$ cat src/rtl/credito_bebida.sv
// Credit accumulator and dispense/change sequencer for the beverage machine.
// Defining CANCEL_EN adds the cancel input, which returns the full credit as change.
module credito_bebida #(
  parameter int CREDIT_W    = 12,
  parameter int MAX_CREDIT  = 2000,
  parameter int PRICE_A     = 500,
  parameter int PRICE_B     = 700,
  parameter int PRICE_C     = 1000,
  parameter int DISP_CYCLES = 4
) (
  input  logic                clk,
  input  logic                rst,
  input  logic                suma100,
  input  logic                suma500,
  input  logic [2:0]          sel,
`ifdef CANCEL_EN
  input  logic                cancel,
`endif
  output logic [CREDIT_W-1:0] credito,
  output logic                dispensar,
  output logic [2:0]          bebida,
  output logic                cambio100,
  output logic                cambio500,
  output logic                rechazo,
  output logic                falta,
  output logic                ocupado
);
  localparam int CNT_W = (DISP_CYCLES > 1) ? $clog2(DISP_CYCLES) : 1;
  localparam int SUM_W = CREDIT_W + 1;

  typedef enum logic [1:0] {IDLE, CREDIT, DISPENSE, CHANGE} state_t;

  state_t              state_reg, state_next;
  logic [CREDIT_W-1:0] credit_reg, credit_next;
  logic [CNT_W-1:0]    cnt_reg, cnt_next;
  logic [2:0]          bebida_reg, bebida_next;
  logic                disp_reg, disp_next;
  logic                c100_reg, c100_next;
  logic                c500_reg, c500_next;
  logic                rech_reg, rech_next;
  logic                falta_reg, falta_next;
  logic                ocup_reg, ocup_next;

  logic                cancel_req, coin, valid_sel, give_change;
  logic [SUM_W-1:0]    coin_val, sum;
  logic [CREDIT_W-1:0] price;

`ifdef CANCEL_EN
  assign cancel_req = cancel;
`else
  assign cancel_req = 1'b0;
`endif

  assign coin     = suma100 | suma500;
  assign coin_val = (suma100 ? SUM_W'(100) : '0) + (suma500 ? SUM_W'(500) : '0);
  assign sum      = {1'b0, credit_reg} + coin_val;

  always_comb begin
    valid_sel = 1'b1;
    price     = '0;
    case (sel)
      3'b001:  price = CREDIT_W'(PRICE_A);
      3'b010:  price = CREDIT_W'(PRICE_B);
      3'b100:  price = CREDIT_W'(PRICE_C);
      default: valid_sel = 1'b0;
    endcase
  end

  always_comb begin
    state_next  = state_reg;
    credit_next = credit_reg;
    cnt_next    = cnt_reg;
    bebida_next = bebida_reg;
    c100_next   = 1'b0;
    c500_next   = 1'b0;
    rech_next   = 1'b0;
    falta_next  = 1'b0;
    give_change = 1'b0;

    case (state_reg)
      IDLE, CREDIT: begin
        // Priority: cancel, then a valid selection, then coins.
        if (cancel_req) begin
          rech_next  = coin;
          state_next = CHANGE;
        end else if (valid_sel) begin
          rech_next = coin;
          if (credit_reg >= price) begin
            credit_next = credit_reg - price;
            bebida_next = sel;
            cnt_next    = CNT_W'(DISP_CYCLES - 1);
            state_next  = DISPENSE;
          end else begin
            falta_next = 1'b1;
          end
        end else if (coin) begin
          if (sum > SUM_W'(MAX_CREDIT)) begin
            rech_next = 1'b1;
          end else begin
            credit_next = sum[CREDIT_W-1:0];
            state_next  = CREDIT;
          end
        end
      end
      DISPENSE: begin
        rech_next = coin;
        if (cnt_reg == '0) begin
          // The first change coin is issued on the same edge that ends the dispense.
          if (credit_reg != '0) begin
            state_next  = CHANGE;
            give_change = 1'b1;
          end else begin
            state_next = IDLE;
          end
        end else begin
          cnt_next = cnt_reg - 1'b1;
        end
      end
      CHANGE: begin
        rech_next = coin;
        if (credit_reg == '0) state_next = IDLE;
        else                  give_change = 1'b1;
      end
      default: state_next = IDLE;
    endcase

    if (give_change) begin
      if (credit_reg >= CREDIT_W'(500)) begin
        c500_next   = 1'b1;
        credit_next = credit_reg - CREDIT_W'(500);
      end else begin
        c100_next   = 1'b1;
        credit_next = credit_reg - CREDIT_W'(100);
      end
    end

    if (state_next != DISPENSE) bebida_next = 3'b000;
    disp_next = (state_next == DISPENSE);
    ocup_next = (state_next == DISPENSE) || (state_next == CHANGE);
  end

  always_ff @(posedge clk or posedge rst) begin
    if (rst) begin
      state_reg  <= IDLE;
      credit_reg <= '0;
      cnt_reg    <= '0;
      bebida_reg <= 3'b000;
      disp_reg   <= 1'b0;
      c100_reg   <= 1'b0;
      c500_reg   <= 1'b0;
      rech_reg   <= 1'b0;
      falta_reg  <= 1'b0;
      ocup_reg   <= 1'b0;
    end else begin
      state_reg  <= state_next;
      credit_reg <= credit_next;
      cnt_reg    <= cnt_next;
      bebida_reg <= bebida_next;
      disp_reg   <= disp_next;
      c100_reg   <= c100_next;
      c500_reg   <= c500_next;
      rech_reg   <= rech_next;
      falta_reg  <= falta_next;
      ocup_reg   <= ocup_next;
    end
  end

  assign credito   = credit_reg;
  assign dispensar = disp_reg;
  assign bebida    = bebida_reg;
  assign cambio100 = c100_reg;
  assign cambio500 = c500_reg;
  assign rechazo   = rech_reg;
  assign falta     = falta_reg;
  assign ocupado   = ocup_reg;
endmodule

$ cat config.mk
export PLATFORM = sky130hd
export DESIGN_NAME = credito_bebida
export DESIGN_NICKNAME = d
export VERILOG_FILES = /design/src/rtl/credito_bebida.sv
export SDC_FILE = /design/constraint.sdc
export NUM_CORES = 1
export LEC_CHECK = 0
export ABC_CLOCK_PERIOD_IN_PS = 3200
export CORE_ASPECT_RATIO = 1.1
export CORE_UTILIZATION = 51
export DETAILED_ROUTE_END_ITERATION = 10
export PLACE_DENSITY = 0.82
export SLEW_MARGIN = 20
export SYNTH_ARGS = -nofsm -noshare
export SYNTH_HDL_FRONTEND = slang
export SYNTH_SLANG_ARGS = --single-unit
$ cat constraint.sdc
create_clock -name clk -period 3.2 [get_ports clk]
set_input_delay 0.32 -clock clk [delete_from_list [all_inputs] [get_ports clk]]
set_output_delay 0.32 -clock clk [all_outputs]
set_load 0.1 [all_outputs]
==> flow_metrics.env <==
export IMPL_worstSetupPathType="reg2reg"
export IMPL_routedWlPerCell_um=18.0
export IMPL_grt_ovfl_total=0
export IMPL_row_count=25
export IMPL_yosysTopAreaCell="dfrtp_1"
export IMPL_synth_async_sr_flop_share_pct=100
export IMPL_grt_use_met3_pct=4.35
export IMPL_grt_usage_pct=32.5
export IMPL_numCtsBuffers=3
export IMPL_mostFrequentLayoutCell="buf_4"
export IMPL_vias=2596
export IMPL_ys_types=62
export IMPL_hold_viol=0
export IMPL_maxSlewHeadroom_pct=34.2
export IMPL_ys_seq_area_share_pct=24.1
export IMPL_status="finished, violations left"
export IMPL_drt_pass1_iterations=5
export IMPL_cts_root_buf="clkbuf_8"
export IMPL_dp_hpwl_um=5500
export IMPL_dp_slack_ps=-523
export IMPL_antenna_found_initial=0
export IMPL_die_area_mm2=0.00496
export IMPL_grt_pass1_wl_um=12000
export IMPL_diodes=0
export IMPL_largest_reg_flops=10
export IMPL_final_cell_mix="65 x buf_4, 26 x nand2_1, 26 x nor2_1"
export IMPL_cp_data_required_time_ps=3340
export IMPL_endpoint_kind="flop"
export IMPL_synth_edf_count=0
export IMPL_h_tree_depth=1
export IMPL_use_met2_pct=58.0
export IMPL_rrSetupSlack_ps=-60
export IMPL_grt_pass1_vias=2563
export IMPL_start_util_pct=54.5
export IMPL_post_route_util_pct=74.5
export IMPL_grt_max_degree=24
export IMPL_synth_area_mm2=0.00239
export IMPL_fp_dieH_um=73.7
export IMPL_cts_sinks=23
export IMPL_top_usage_layer="met2"
export IMPL_clkTransAtPathRegs_ps=90
export IMPL_rsz0062_at_grt="yes"
export IMPL_violations="negative setup slack"
export IMPL_synth_warnings=0
export IMPL_place_gp_congestion=1.02
export IMPL_skew_ps=2.48
export IMPL_layout_drive_gt1_share_pct=29.5
export IMPL_postRouteAntennaNets=0
export IMPL_synthesis_instances=287
export IMPL_grt_met1_usage_pct=37.9
export IMPL_first_iter_violations=344
export IMPL_die_w_um=67.2
export IMPL_n_fill_cell=311
export IMPL_cts_buffer_depth=2
export IMPL_ios=28
export IMPL_syn_to_final_growth_pct=36.8
export IMPL_min_path_type="reg2reg"
export IMPL_drcViolationCount=0
export IMPL_layout_setup_ws_ps=-62.8
export IMPL_hold_buffers=0
export IMPL_worst_pin_slew_ps=984
export IMPL_cts_tree="yes"
export IMPL_fin_crit_ps=3260
export IMPL_setup_violations=7
export IMPL_max_clock_freq_mhz=306
export IMPL_via_per_inst=6.23
export IMPL_worstSetupStartpointType="flop"
export IMPL_wl_um=7510
export IMPL_synth_seq_cells=23
export IMPL_synth_top_area_share_pct=24.1
export IMPL_core_mm2=0.00438
export IMPL_insertion_delay_ps=270
export IMPL_maxCapViolations=0
export IMPL_syn_area_per_cell_um2=8.31
export IMPL_nets=397
export IMPL_crit_fanout=7
export IMPL_maxSlewViolCount=0
export IMPL_numPortBuffers=25
export IMPL_synth_ff_type="dfrtp_1"
export IMPL_cp_arrival_ps=3410
export IMPL_synth_area_leaders="dfrtp_1 24%, ha_1 12%, nor2_1 4.2%"
export IMPL_timing_final_crit_share_pct=102
kinds of logic after synthesis:
family | Yosys count | synth area share, %
xor+xnor | 12 | 4.40
simple gates | 101 | 20.3
other cells | 1 | 0.157
buf+inv | 35 | 6.66
mux | 8 | 3.62
fa+ha+maj | 27 | 15.4
flops | 23 | 24.1
compound gates | 80 | 25.4
final cells by class:
| type | count | area, µm² | area share [%] |
|---|---|---|---|
| inverters | 21 | 78.8 | 2.42 |
| clock buffers | 3 | 41.3 | 1.27 |
| clock inverters | 1 | 5.00 | 0.153 |
| flip-flops and latches | 23 | 587 | 18.0 |
| repair buffers | 85 | 692 | 21.2 |
| well taps | 54 | 67.6 | 2.07 |
| multi-input cells | 230 | 1790 | 54.9 |
path summary, 6_finish.rpt:
| check | from | endpoint | depth (start not counted) |
|---|---|---|---|
| worst min-delay path | cnt_reg[0] | cnt_reg[0] | 2 |
| max in group asynchronous | rst | credito[5] | 2 |
| min in group asynchronous | rst | dispensar | 2 |
| worst max-delay path | credito[6] | credito[10] | 10 |
| worst max register to register | credito[6] | credito[10] | 10 |
| worst min register to register | cnt_reg[0] | cnt_reg[0] | 2 |
repair_timing:
action	4_1_cts	5_1_grt
gates resized for setup	10	18
cloned	0	0
endpoints found under the setup margin	12	18
setup buffers	3	1
pin swaps	7	9
synthesized netlist by cell type (all sizes together), types with 2 or more instances:
cell type / n
o41ai: 2
a311oi: 2
nand3: 6
nand4: 2
nor3b: 2
a31oi: 8
xnor2: 6
a211oi: 5
inv: 21
dfrtp: 23
clkbuf: 6
o211a: 2
nor4: 3
or2: 3
a21boi: 2
mux2: 2
nor2: 27
o221ai: 2
xor2: 6
buf: 8
nand2b: 4
nor2b: 6
and3: 2
nor3: 12
and2: 4
fa: 4
mux2i: 6
a21oi: 9
nand2: 26
o21a: 7
o21ai: 16
ha: 22
a221oi: 2
o31ai: 4
o311ai: 2
o31a: 5
o211ai: 3
or3: 2
routing by layer:
layer	up-vias	wire length, µm
met5	-	0
met4	0	310
met3	37	494
met2	135	3830
met1	1234	2870
li1	1190	-
per-stage QoR:
stage          setup TNS, ps  hold slack [ps]  std cells  instance area [µm²]
2_1_floorplan           -279              322        288                 2460
3_3_place_gp           -4790              501        409                 3100
3_5_place_dp           -6510              522        409                 3100
4_1_cts                    0              534        416                 3180
5_1_grt                -1170              567        417                 3260
6_report                -266              528        417                 3260
worst max-delay path, stage by stage, from the launching register on:
cell and delay [ps]:
dfrtp_4 490, fa_2 570, ha_4 210, o21a_4 210
o2bb2ai_4 140, mux2_4 320, o2111a_2 280, o31ai_4 490
buf_6 200, a31oi_1 90, xnor2_1 130
Power is not shown: default switching activity piles up to over one toggle a cycle in this logic, so the estimate is an artifact.
==> edit 1 (config.mk and constraints unchanged) <==
Add a define of `CANCEL_EN`.
--- a/src/rtl/credito_bebida.sv
+++ b/src/rtl/credito_bebida.sv
@@ -1,5 +1,7 @@
 // Credit accumulator and dispense/change sequencer for the beverage machine.
 // Defining CANCEL_EN adds the cancel input, which returns the full credit as change.
+`define CANCEL_EN
+
 module credito_bebida #(
   parameter int CREDIT_W    = 12,
   parameter int MAX_CREDIT  = 2000,
Ports: changed (added cancel); port bits go from 28 to 29. The function was not compared with the original's and may differ.
==> edit 1 against the unedited design <==
The flow still finishes with violations (negative setup slack); cell area is 1.3% higher; sequential share of layout area shrank 0.34 points; via count decreased by 1.9%; area after synthesis decreased by 0.73%; worst setup slack gained 0.018 ns; clock skew up 0.0088 ns; wire length decreased by 3.2%; final cell count shrank 1.9%; fmax increased by 0.57%; die area is 0.72% lower; sequential cell count is the same; critical endpoint is now credito[5]; highest routed layer unchanged.
Power is left out: the tool's default activity adds up to more than one toggle a clock period on the data nets, which glitch-free logic cannot reach.
==> edit 1: results (changes against the unedited design) <==
met3 routed WL: 540 um (was 494 um)
Max-slew headroom: 32.6% (was 34.2%)
Hold Worst Slack: 0.493 ns (was 0.528 ns)
# setup viols final: 5 (was 7)
initial DRC count: 236 (was 344)
crit-path max FO: 5 (was 7)
run status: complete, but fails checks (unchanged)
met3 GRT Util: 6.52% (was 4.35%)
Non-Clock Buffer Area Fraction: 21.7% (was 21.2%)
Mapped Cells: 273 (was 287)
post-place setup slack: -0.462 ns (was -0.523 ns)
Inst Count DP: 399 (was 409)
Final WS setup: -0.0444 ns (was -0.0628 ns)
DR vias: 2546 (was 2596)
slowest cell on the critical path: dfrtp_4 (was fa_2)
Largest stage delay, worst path: 0.49 ns (was 0.57 ns)
first-pass GRT wire length: 11700 um (was 12000 um)
hold path depth: 3 (was 2)
failing checks: negative setup slack (unchanged)
reg-to-reg endpoint: credito[5] (was credito[10])
met1 GRT Util: 39.0% (was 37.9%)
ranking of synthesized cells by area: dfrtp_1 (24%), ha_1 (12%), nand2_1 (3.5%) (was dfrtp_1 (24%), ha_1 (12%), nor2_1 (4.2%))
Avg WL per Cell: 17.8 um (was 18.0 um)
top post-synthesis cells by count: dfrtp_1 (23), ha_1 (22), nand2_1 (22) (was nor2_1 (27), nand2_1 (26), dfrtp_1 (23))
vias in the first global route: 2405 (was 2563)
edit 1: what timing repair did:
action / CTS / global route
pin swaps: 5 / 8
gates resized for setup: 8 / 19
endpoints found under the setup margin: 15 / 15
setup buffers: 3 / 3
gates cloned: 0 / 0
edit 1: worst max path at each step:
stage,end,slack [ns],cells after the start
3_3_place_gp,credito[7],-0.34,12
6_report,credito[5],-0.04,12
4_1_cts,credito[5],-0.03,11
2_1_floorplan,credito[8],-0.20,12
5_1_grt,credito[5],-0.14,11
3_5_place_dp,credito[5],-0.46,12
edit 1: cell families (layout without fill, tap and decap cells):
group           count (synthesis)  count (layout)  share of synthesized area (%)
simple gates                   87              87                           18.4
buf+inv                        30             111                           5.23
mux                             7               7                           3.12
compound gates                 83              83                           27.8
xor+xnor                       14              14                           5.18
other cells                     1               2                          0.158
fa+ha+maj                      28              28                           15.8
flops                          23              23                           24.3
==> edit 2 (same flow settings) <==
Made on the original files. Make the reset (`rst`) synchronous in one clocked block.
--- a/src/rtl/credito_bebida.sv
+++ b/src/rtl/credito_bebida.sv
@@ -139,7 +139,7 @@
     ocup_next = (state_next == DISPENSE) || (state_next == CHANGE);
   end
 
-  always_ff @(posedge clk or posedge rst) begin
+  always_ff @(posedge clk) begin
     if (rst) begin
       state_reg  <= IDLE;
       credit_reg <= '0;
Formal check against the unedited RTL: differs if rst is asserted again (counterexample within 4 cycles, from zero or initial values and one cycle with rst high); with rst held inactive, the same outputs for 4 cycles.
==> edit 2 against the unedited design <==
The flow still finishes with violations (negative setup slack); highest routed layer unchanged; synthesized cell count increased by 6.6%; cell area increased by 3.6%; critical path type unchanged; area after synthesis increased by 2.8%; first-iteration DRC count increased by 2.0%; count of clock-buffer cells in the layout increased by 1; die area increased by 2.7%; sequential share of layout area decreased by 4.0 points; worst setup slack got worse by 0.082 ns; wire length increased by 7.2%; critical path depth increased by 2; sequential cell count unchanged.
==> edit 2: results (changes against the unedited design) <==
# setup viols final: 9 (was 7)
share of post-route cells with drive strength above 1: 29.9% (was 29.5%)
Final HPWL DP: 5710 um (was 5500 um)
hold path depth: 3 (was 2)
DR vias/cell: 6.44 (was 6.23)
post-place instance area: 0.00314 sq mm (was 0.00310 sq mm)
Hold Crit Class: in -> reg (was reg -> reg)
initial DRC count: 351 (was 344)
hold path startpoint: sel[0] (was cnt_reg[0])
Post-synth ARST share: 0% (was 100%)
critical path arrival: 3.52 ns (was 3.41 ns)
top-area cell type share of the netlist area: 18.8% (was 24.1%)
Largest stage delay, worst path: 0.52 ns (was 0.57 ns)
GP Congestion: 0.999 (was 1.02)
synth unique cells: 68 (was 62)
Pre-Repair DR Iteration Count: 6 (was 5)
fill cell count: 344 (was 311)
ranking of synthesized cells by area: dfxtp_1 (19%), ha_1 (11%), nor2_1 (4.0%) (was dfrtp_1 (24%), ha_1 (12%), nor2_1 (4.2%))
vias in the first global route: 2484 (was 2563)
failing checks: negative setup slack (unchanged)
top post-synthesis cells by count: nor2_1 (26), dfxtp_1 (23), ha_1 (22) (was nor2_1 (27), nand2_1 (26), dfrtp_1 (23))
slowest cell on the critical path: fa_1 (was fa_2)
run status: complete, but fails checks (unchanged)
Reg2Reg Depth: 12 (was 10)
Critical Path Source: credito[5] (was credito[6])
Final WS setup: -0.145 ns (was -0.0628 ns)
total global-route track usage: 31.7% (was 32.5%)
Layout Nets: 418 (was 397)
crit-path max FO: 6 (was 7)
Seq/Total Area, Yosys: 18.8% (was 24.1%)
Hold Path Sink: bebida[0] (was cnt_reg[0])
==> edit 2: final cells by class <==
type,count,area share [%]
multi-input combinational,252,58.9
timing repair buffer,86,21.6
sequential,23,14.0
inverter,19,2.11
tap,56,2.07
clock buffer,4,1.33
==> edit 2: cell families (layout without fill, tap and decap cells) <==
| group | count (synthesis) | after routing | share of synthesized area (%) |
|---|---|---|---|
| DFF | 23 | 23 | 18.8 |
| buffers and inverters | 32 | 109 | 5.46 |
| xor gates and xnor gates | 12 | 12 | 4.29 |
| and+or+nand+nor | 108 | 108 | 22.9 |
| AOI/OAI and AO/OA | 100 | 100 | 31.8 |
| muxes | 4 | 4 | 2.14 |
| adders and majority gates | 26 | 26 | 14.5 |
| other | 1 | 2 | 0.153 |
==> edit 2: per-layer routing <==
layer | track usage (%) | part of all wire, % | vias to the layer above
met2 | 51.0 | 47 | 193
met3 | 6.36 | 8.6 | 44
met4 | 14.6 | 5.3 | 0
met1 | 40.5 | 39 | 1296
met5 | 0 | 0 | -
li1 | - | - | 1302
==> edit 2: metrics by stage <==
stage | cells | util [%] | worst slack [ns] | TNS, ns | hold WS, ns
5_1_grt | 440 | 73.2 | -0.193 | -1.47 | 0.431
3_5_place_dp | 426 | 67.9 | -0.563 | -7.52 | 0.459
3_3_place_gp | 426 | 67.9 | -0.416 | -5.86 | 0.451
4_1_cts | 433 | 69.8 | 0.00577 | 0 | 0.468
6_report | 440 | 73.2 | -0.145 | -0.438 | 0.402
2_1_floorplan | 307 | - | 0.0309 | 0 | 0.401
==> edit 2: power by group through the flow <==
stage               logic [uW]  clock network [uW]  registers [uW]
floorplan                 1290                   0             899
global placement          2410                   0             497
detailed placement        2460                   0             499
CTS                       2500                 182             493
global route              2950                 196             506
finish                    2780                 184             500
